===== config.mk =====
export PLATFORM = sky130hd
export DESIGN_NAME = snake_move_ctrl
export DESIGN_NICKNAME = d
export VERILOG_FILES = /design/src/rtl/snake_move_ctrl.sv
export SDC_FILE = /design/constraint.sdc
export NUM_CORES = 1
export LEC_CHECK = 0
export BUFFER_PORTS_ARGS = -buffer_cell sky130_fd_sc_hd__buf_2
export CORE_MARGIN = 3
export CORE_UTILIZATION = 57
export CTS_CLUSTER_DIAMETER = 40
export DETAILED_ROUTE_END_ITERATION = 10
export PLACE_DENSITY = 0.79
export SYNTH_ARGS = -nofsm -noshare
export SYNTH_HDL_FRONTEND = slang
export SYNTH_SLANG_ARGS = --single-unit

===== constraint.sdc =====
create_clock -name iCLK -period 2.4 [get_ports iCLK]
set_input_delay 0.48 -clock iCLK [delete_from_list [all_inputs] [get_ports iCLK]]
set_output_delay 0.48 -clock iCLK [all_outputs]
set_load 0.05 [all_outputs]

===== src/rtl/snake_move_ctrl.sv =====
// Snake movement sequencer: direction latch, wall and self-collision scan, body shift, registered segment read port.
// iTick-to-oMoved latency is 3 + scan limit cycles; an iTick arriving while oBusy is dropped, not queued.
module snake_move_ctrl #(
   parameter int GRID_W    = 64,
   parameter int GRID_H    = 48,
   parameter int MAX_LEN   = 32,
   parameter int START_X   = 32,
   parameter int START_Y   = 24,
   parameter int START_LEN = 4
) (
   input  logic                       iCLK,
   input  logic                       iRST_N,
   input  logic                       iTick,
   input  logic                       iUpButton,
   input  logic                       iDownButton,
   input  logic                       iLeftButton,
   input  logic                       iRightButton,
   input  logic                       iGrow,
   input  logic                       iRestart,
   input  logic [$clog2(MAX_LEN)-1:0] iRd_Idx,
   output logic [5:0]                 oRd_X,
   output logic [5:0]                 oRd_Y,
   output logic                       oRd_Valid,
   output logic [5:0]                 oHead_X,
   output logic [5:0]                 oHead_Y,
   output logic [$clog2(MAX_LEN):0]   oLength,
   output logic [1:0]                 oDir,
   output logic                       oDead,
   output logic                       oBusy,
   output logic                       oMoved
);

   localparam int AW = $clog2(MAX_LEN);
   localparam int LW = AW + 1;

   localparam logic [1:0] DIR_UP = 2'b11;
   localparam logic [1:0] DIR_DN = 2'b00;
   localparam logic [1:0] DIR_LT = 2'b10;
   localparam logic [1:0] DIR_RT = 2'b01;

   typedef enum logic [2:0] {
      S_IDLE   = 3'd0,
      S_STEP   = 3'd1,
      S_CHECK  = 3'd2,
      S_COMMIT = 3'd3,
      S_DEAD   = 3'd4
   } state_t;

   state_t state_q, state_d;

   logic [5:0]    body_x_q [MAX_LEN];
   logic [5:0]    body_y_q [MAX_LEN];
   logic [5:0]    body_x_d [MAX_LEN];
   logic [5:0]    body_y_d [MAX_LEN];
   logic [LW-1:0] len_q, len_d;
   logic [1:0]    dir_q, dir_d;
   logic [1:0]    req_q, req_d;
   logic [1:0]    ndir_q, ndir_d;
   logic          grow_q, grow_d;
   logic [5:0]    nx_q, nx_d;
   logic [5:0]    ny_q, ny_d;
   logic [AW-1:0] idx_q, idx_d;
   logic          moved_q, moved_d;
   logic [5:0]    rd_x_q, rd_x_d;
   logic [5:0]    rd_y_q, rd_y_d;
   logic          rd_vld_q, rd_vld_d;

   logic [1:0]    cand;
   logic          cand_vld;
   logic [5:0]    step_x, step_y;
   logic          wall;
   logic          growing;
   logic [LW-1:0] limit;
   logic          hit;
   logic          scan_done;

   // Direction request: highest-priority button wins, a reversal onto the neck is ignored.
   always_comb begin
      cand     = req_q;
      cand_vld = 1'b1;
      if (iUpButton)         cand = DIR_UP;
      else if (iDownButton)  cand = DIR_DN;
      else if (iLeftButton)  cand = DIR_LT;
      else if (iRightButton) cand = DIR_RT;
      else                   cand_vld = 1'b0;

      req_d = req_q;
      if (cand_vld && (cand != ~dir_q)) req_d = cand;
      if (iRestart) req_d = DIR_RT;
   end

   always_comb begin
      step_x = body_x_q[0];
      step_y = body_y_q[0];
      wall   = 1'b0;
      case (req_q)
         DIR_UP: begin
            wall   = (body_y_q[0] == 6'd0);
            step_y = body_y_q[0] - 6'd1;
         end
         DIR_DN: begin
            wall   = (body_y_q[0] == 6'(GRID_H - 1));
            step_y = body_y_q[0] + 6'd1;
         end
         DIR_LT: begin
            wall   = (body_x_q[0] == 6'd0);
            step_x = body_x_q[0] - 6'd1;
         end
         default: begin
            wall   = (body_x_q[0] == 6'(GRID_W - 1));
            step_x = body_x_q[0] + 6'd1;
         end
      endcase
   end

   // The tail vacates its cell on a plain move, so it is only scanned when growing.
   always_comb begin
      growing   = grow_q && (len_q < LW'(MAX_LEN));
      limit     = growing ? (len_q - LW'(1)) : (len_q - LW'(2));
      hit       = (body_x_q[idx_q] == nx_q) && (body_y_q[idx_q] == ny_q);
      scan_done = ({1'b0, idx_q} >= limit);
   end

   always_ff @(posedge iCLK or negedge iRST_N) begin
      if (!iRST_N) state_q <= S_IDLE;
      else         state_q <= state_d;
   end

   always_comb begin
      state_d = state_q;
      case (state_q)
         S_IDLE:   if (iTick) state_d = S_STEP;
         S_STEP: begin
            if (wall)                 state_d = S_DEAD;
            else if (limit == '0)     state_d = S_COMMIT;
            else                      state_d = S_CHECK;
         end
         S_CHECK: begin
            if (hit)                  state_d = S_DEAD;
            else if (scan_done)       state_d = S_COMMIT;
         end
         S_COMMIT: state_d = S_IDLE;
         S_DEAD:   state_d = S_DEAD;
         default:  state_d = S_IDLE;
      endcase
      if (iRestart) state_d = S_IDLE;
   end

   always_comb begin
      oBusy = 1'b0;
      oDead = 1'b0;
      case (state_q)
         S_STEP, S_CHECK, S_COMMIT: oBusy = 1'b1;
         S_DEAD:                    oDead = 1'b1;
         default: ;
      endcase
   end

   always_comb begin
      body_x_d = body_x_q;
      body_y_d = body_y_q;
      len_d    = len_q;
      dir_d    = dir_q;
      ndir_d   = ndir_q;
      nx_d     = nx_q;
      ny_d     = ny_q;
      idx_d    = idx_q;
      grow_d   = grow_q;
      moved_d  = (state_q == S_COMMIT);

      case (state_q)
         S_STEP: begin
            nx_d   = step_x;
            ny_d   = step_y;
            ndir_d = req_q;
            idx_d  = AW'(1);
         end
         S_CHECK: idx_d = idx_q + AW'(1);
         S_COMMIT: begin
            for (int i = 1; i < MAX_LEN; i++) begin
               body_x_d[i] = body_x_q[i-1];
               body_y_d[i] = body_y_q[i-1];
            end
            body_x_d[0] = nx_q;
            body_y_d[0] = ny_q;
            dir_d       = ndir_q;
            if (growing) len_d = len_q + LW'(1);
            grow_d      = 1'b0;
         end
         default: ;
      endcase

      if (iGrow) grow_d = 1'b1;

      if (iRestart) begin
         for (int i = 0; i < MAX_LEN; i++) begin
            body_x_d[i] = 6'(START_X - i);
            body_y_d[i] = 6'(START_Y);
         end
         len_d   = LW'(START_LEN);
         dir_d   = DIR_RT;
         ndir_d  = DIR_RT;
         nx_d    = '0;
         ny_d    = '0;
         idx_d   = '0;
         grow_d  = 1'b0;
         moved_d = 1'b0;
      end
   end

   // Read port samples the array before this edge's update, independent of restart.
   always_comb begin
      rd_x_d   = body_x_q[iRd_Idx];
      rd_y_d   = body_y_q[iRd_Idx];
      rd_vld_d = ({1'b0, iRd_Idx} < len_q);
   end

   always_ff @(posedge iCLK or negedge iRST_N) begin
      if (!iRST_N) begin
         for (int i = 0; i < MAX_LEN; i++) begin
            body_x_q[i] <= 6'(START_X - i);
            body_y_q[i] <= 6'(START_Y);
         end
         len_q    <= LW'(START_LEN);
         dir_q    <= DIR_RT;
         req_q    <= DIR_RT;
         ndir_q   <= DIR_RT;
         grow_q   <= 1'b0;
         nx_q     <= '0;
         ny_q     <= '0;
         idx_q    <= '0;
         moved_q  <= 1'b0;
         rd_x_q   <= '0;
         rd_y_q   <= '0;
         rd_vld_q <= 1'b0;
      end else begin
         body_x_q <= body_x_d;
         body_y_q <= body_y_d;
         len_q    <= len_d;
         dir_q    <= dir_d;
         req_q    <= req_d;
         ndir_q   <= ndir_d;
         grow_q   <= grow_d;
         nx_q     <= nx_d;
         ny_q     <= ny_d;
         idx_q    <= idx_d;
         moved_q  <= moved_d;
         rd_x_q   <= rd_x_d;
         rd_y_q   <= rd_y_d;
         rd_vld_q <= rd_vld_d;
      end
   end

   assign oRd_X     = rd_x_q;
   assign oRd_Y     = rd_y_q;
   assign oRd_Valid = rd_vld_q;
   assign oHead_X   = body_x_q[0];
   assign oHead_Y   = body_y_q[0];
   assign oLength   = len_q;
   assign oDir      = dir_q;
   assign oMoved    = moved_q;

endmodule


After elaboration in Yosys (flattened, before gate mapping)
Cells that the tools add are included.

storage, ports and cells
  register bits = 431
  logic and storage cells = 180

cells by class
  add/sub/neg operators = 8
  order comparisons = 5
  eq/ne operators = 13
  mux-type cells = 56
  bitwise logic cells = 3
  reduce and logical (&&, ||, !) cells = 18

operator list
  operator             number
  $mux 192             4
  $bmux 6 s5           4
  $mux 6               16
  $pmux 6 s2           2
  $mux 2               10
  $add 6x1->6 const B  3
  $logic_not 6->1      3
  $sub 6x1->6 const B  3
  $mux 3               5
  $eq 6x6->1           2
  $eq 6x6->1 const B   2
  $ge 6x6->1 const B   2
  $not 5->6            2
  $pmux 3 s4           1
  $mux 1               11
  $pmux 5 s2           1
  $reduce_bool 2->1    4
  $eq 3x2->1 const B   2
  $ge 5x6->1           1
  $lt 5x6->1           1
  $lt 6x6->1 const B   1
  $reduce_bool 3->1    2
  $sub 6x2->6 const B  1
  $add 5x1->5 const B  1
  15 further kinds     19

Depth between registers and ports, before layout
  depth in word-level cells = 9
  gate-level depth with buffers = 14

Worst setup path before layout
Ideal clock, no wire load.

  path type = input to register
  start = in iRd_Idx[0]
  end = reg rd_x_q[5], in the netlist oRd_X[5]
  data arrival time = 2,501 ps
  setup slack = -226 ps
  cell stages on the path = 6
  path buffers = 3
  cell sequence = clkbuf_1 -> buf_2 -> buf_2 -> mux4_2 -> mux4_2 -> mux2_2

on the way
  cells in the longest elaborated chain, start to end = 4

ends and longest elaborated chain
  item                                        line  source
  start, declared                             20    input logic [$clog2(MAX_LEN)-1:0] iRd_Idx,
  $not 5->6 (implied by the code)             213   rd_x_d = body_x_q[iRd_Idx];
  $bmux 6 s5                                  213
  $mux 6 (implied by the code) (2 in series)  213
  named net rd_x_d[5]                         64    logic [5:0] rd_x_q, rd_x_d;
  end signal, assigned                        248   rd_x_q <= rd_x_d;
  end, declared                               64

The timed path passes the listed nets, and every way through them passes these cells. The select of a mux whose other input is x is not followed.
A chain may end at the register's enable or synchronous reset.

Worst setup path in the final report
  start = reg idx_q[0]
  end = reg state_q[1]

on the way
  cells in the longest elaborated chain, start to end = 9
  elaborated cells on any way between the ends = 16
  classes of those cells = order compare (1); eq/ne (3); mux (9); bitwise (1); reduce/logical (2)

ends and longest elaborated chain
  item                                        line  source
  start, declared                             62    logic [AW-1:0] idx_q, idx_d;
  start signal, assigned                      246   idx_q <= idx_d;
  $not 5->6 (implied by the code)             120   hit = (body_x_q[idx_q] == nx_q) && (body_y_q[idx_q] == ny_q);
  $bmux 6 s5                                  120
  $mux 6 (implied by the code) (2 in series)  120
  $eq 6x6->1                                  120
  $logic_and 1x1->1                           120
  $mux 3                                      139   if (hit) state_d = S_DEAD;
  $pmux 3 s4                                  131   case (state_q)
  $mux 3                                      146   if (iRestart) state_d = S_IDLE;
  end signal, assigned                        126   else state_q <= state_d;
  end, declared                               49    state_t state_q, state_d;

Parallel ways exist; a longest one is shown, timed or not. The select of a mux whose other input is x is not followed.

==> results.md <==
- The run finished, with violations left.
- The checks that failed: negative setup slack.
- The final count of hold timing violations was 0.
- The sequential cell area fraction in the yosys report is 48.1%.
- After layout, the worst setup slack is -556 ps.
- The number of antenna violations at the first check in global routing was 0.
- Across the run, the number of max-cap violations was 0.
- The depth of the worst register-to-register path is 11.
- The clock reaches the later pin of the worst-skew pair after 640 ps.
- The TritonCTS clock tree is done.
- The clock root buffer is clkbuf_16.
- The most frequently used flop master after synthesis is dfrtp_1.
- For this run, the top clock speed supported by timing is ~340 MHz.
- The number of placed I/O pins is 50.
- The total iterations of the first detailed-routing run is 5.
- The via count of the first global-routing pass is ~18000.
- In the layout the commonest cells are dfrtp_1 (278), a22o_1 (239), mux4_2 (185).
- The worst register-to-register path has a setup slack of -560 ps.
- The total overflow reported by the global router is 0.
- For this run, the total global-route usage over all layers was measured as between 20 and 30%.
- The maximum number of pins on one net before global-route repair is 95.
- In this run the biggest area consumer among cell types represents a little over 30% of the synthesized area.
- Between clock sinks in the finished design, the worst skew comes to around 27 ps.
- The first global-routing pass estimated roughly 99 mm of wire.
- The initialized floorplan defines 72 standard-cell rows.
- The count of final max-slew check failures is 0.
- The fraction of the cycle the final worst path needs is 123%.
- The cell type contributing the most total cell area after synthesis is dfrtp_1.
- The number of design rule violations left after detail routing is 0.
- The deepest clock path buffer count is 3.
- The startpoint identified for the worst register-to-register timing path is idx_q[0].
- The critical-path maximum fanout is 8.
- The routed design has ~64 mm of wire.
- The half-perimeter wire length after placement is ~39 mm.
- Yosys mapped a number of flops with a built-in enable equal to 0.
- The synthesized area per cell is approximately 14 µm².
- The critical path class is reg2reg.
- Sorting the synthesized cells by area gives the leading types as dfrtp_1 (31%), mux4_2 (18%), dfstp_2 (17%).
- At the end of routability-driven placement, the weighted congestion stood at a little under 0.9.
- The count of inserted antenna diode cells is 0.
- The number of sinks driven by the clock tree is approximately 430.
- The core footprint is roughly 39000 µm².
- The register clock-pin slew on the reported worst setup and hold paths is around 50 ps.
- The starting density of the core is ~58%.
- The library cell used most frequently in the layout, excluding fill and tap cells, is dfrtp_1.
- In the final layout, the share of cells above drive strength 1 is between 40% and 50%.
- Data arrives at the worst endpoint at 3470 ps.
- The net total in the final layout is about 1900.
- In this run the static leakage power is about 12 nW.
- Prior to clock tree synthesis, the placed netlist has a worst setup slack of -505 ps.
- For the finished layout, the period the worst path requires is about 3000 ps.
- Dividing the detail-routed via count by the number of cells gives slightly above 7.
- The number of clock buffers inserted by TritonCTS is between 60 and 70.
- The count of vias placed by the detailed router is about 17000.
- The post-synthesis sequential element count is around 430.
- The die is approximately 200 µm wide.
- The number of nets produced by synthesis is between 1500 and 2000.
- At the pin with the least slew margin, the transition time is approximately 610 ps.
- The floorplan step set the die height to between 200 and 250 µm.
- The filler-free cell count of the finished design is 2403.
- After detailed routing, the wire length on met1 is roughly 24 mm.
- The min-delay analysis places its worst path in the category in2reg.
- Synthesis produced between 1500 and 2000 cells.
- Setup repair after global routing could not meet its margin everywhere.
- The required arrival time at the worst endpoint is between 2000 and 3000 ps.
- The count of unique library cells instantiated by Yosys is 58.
- The post-route standard cell area excluding fillers is between 20000 and 30000 µm².
- In this run the remaining antenna-violating nets after routing total 0.
- The worst register-to-register path ends at state_q[1].
- The path with the worst hold slack has its endpoint at grow_q.
- The floorplan step defined a die boundary enclosing roughly 42000 µm².
- The maximum vdd ir drop is between 0.5 and 0.6 mV.
- The final-report setup violation count is 3.
- In this run the tool buffered the top-level ports with ~50 buffer cells.
- Dividing the detail-routed wire length by the instance count gives 26.5 µm.
- The total met2 wirelength after detailed routing is between 30 and 40 mm.
- The synthesis warning total is 0.
- For this design the ratio of total power to cell area is around 690 nW/µm².
- The placed instance count is around 2300.
- Counting flops with an async set or reset pin after synthesis yields a share of 100%.
- The sort of element at the start of the critical path is a flip-flop.
- In this run the most critical hold path is launched from iGrow.
- For this block, the initial DRC count from the detailed router was 1730.
- The worst setup path is captured at a flip-flop.
- In the detailed route, the total length drawn on met3 is 5.83 mm.
- The area added between synthesis and finish is 21.8%.
- The depth of the CTS H-tree is 2.
- The worst pin sits at a relative slew slack of between 50% and 60%.
- Summing every instance area after synthesis gives 22800 µm².
- The highest metal layer carrying signal wires in the routed design is met4.
- The standard cell area after detailed placement is between 20000 and 30000 µm².
- The worst hold path passes through 3 cells.
-- worst max-delay path, stage by stage, from the launching register on --
cell	delay (ps)
dfrtp_4	510
buf_12	140
buf_12	120
buf_16	130
mux4_2	440
o21ai_2	140
nand4_1	290
xor2_2	270
a2111oi_4	210
buf_4	180
nand4_1	180
a22o_1	230
-- power by group --
group	total, mW	internal (mW)	switching (mW)
Sequential	7.46	7.37	0.0886
Clock	9.72	6.02	3.69
Combinational	2.12	0.969	1.15
-- metal layers --
| metal | GRT usage [%] | vias to the layer above |
|---|---|---|
| li1 | - | 7003 |
| met1 | 38.8 | 8833 |
| met2 | 47.9 | 912 |
| met3 | 7.70 | 228 |
| met4 | 13.4 | 0 |
| met5 | 0 | - |
-- area by class of cell --
| class | count | area [µm²] |
|---|---|---|
| Sequential cell | 431 | 11000 |
| Inverter | 24 | 95.1 |
| Clock inverter | 42 | 568 |
| Clock buffer | 74 | 1670 |
| Multi-Input combinational cell | 1029 | 11100 |
| Timing Repair Buffer | 285 | 2720 |
| Tap cell | 518 | 648 |
| Fill cell | 2400 | 11300 |
-- kinds of logic after synthesis --
| family | share of synthesized area, % |
|---|---|
| and+or+nand+nor | 3.35 |
| adders and majority gates | 1.66 |
| AOI/OAI and AO/OA | 18.8 |
| xor gates and xnor gates | 1.38 |
| DFF | 48.1 |
| muxes | 22.6 |
| buffers and inverters | 4.06 |
-- synthesized netlist by cell type, types with 5 or more instances --
library cell,instances
dfrtp_1,282
a22o_1,239
mux4_2,185
dfstp_2,149
o22a_1,147
clkbuf_1,106
mux2i_1,85
nand2_1,42
nor2_1,36
a21oi_1,30
buf_2,29
ha_1,27
a22oi_1,26
o21ai_0,24
xnor2_1,24
inv_1,22
nand3_1,20
buf_4,17
o21ai_1,15
buf_1,14
mux2_2,12
xor2_1,12
buf_6,10
nor2b_1,10
nand2b_1,9
a211oi_1,8
a221oi_1,8
nor3_1,7
nand4_1,6
a21o_1,5
-- state kept, by name, indices dropped and copies added (netlist names), 2 cells and up --
signal,count
body_x_q,186
body_y_q,186
nx_q,6
ny_q,6
oHead_X,6
oHead_Y,6
oLength,6
oRd_X,6
oRd_Y,6
idx_q,5
state_q,3
ndir_q,2
oDir,2
req_q,2
-- timing repair --
item,in CTS,in global routing
setup buffers,1,12
gates cloned,2,2
endpoints found under the setup margin,6,6
resized for setup,8,35
hold buffers,1,0
endpoints found under the hold margin,43,0
pin swaps,5,20
-- stage by stage --
step / power, mW / utilization [%] / hold slack (ps) / setup TNS (ps)
floorplan: 8.80 / - / 184 / -10.9
CTS: 19.2 / 70.1 / 88.2 / -1370
global route: 19.9 / 71.0 / 127 / -1770
global placement: 9.39 / 64.1 / 458 / -1300
detailed placement: 9.44 / 64.1 / 464 / -1490
finish: 19.3 / 71.0 / 103 / -1570
-- worst max-delay path by stage --
stage | startpoint | depth (start not counted) | end
6_report | idx_q[0] | 11 | state_q[1]
5_1_grt | idx_q[0] | 10 | state_q[0]
4_1_cts | idx_q[0] | 10 | state_q[1]
3_5_place_dp | idx_q[0] | 10 | state_q[1]
3_3_place_gp | idx_q[0] | 10 | state_q[1]
2_1_floorplan | idx_q[0] | 9 | state_q[1]
No activity file was read; power rests on OpenSTA's default activity.
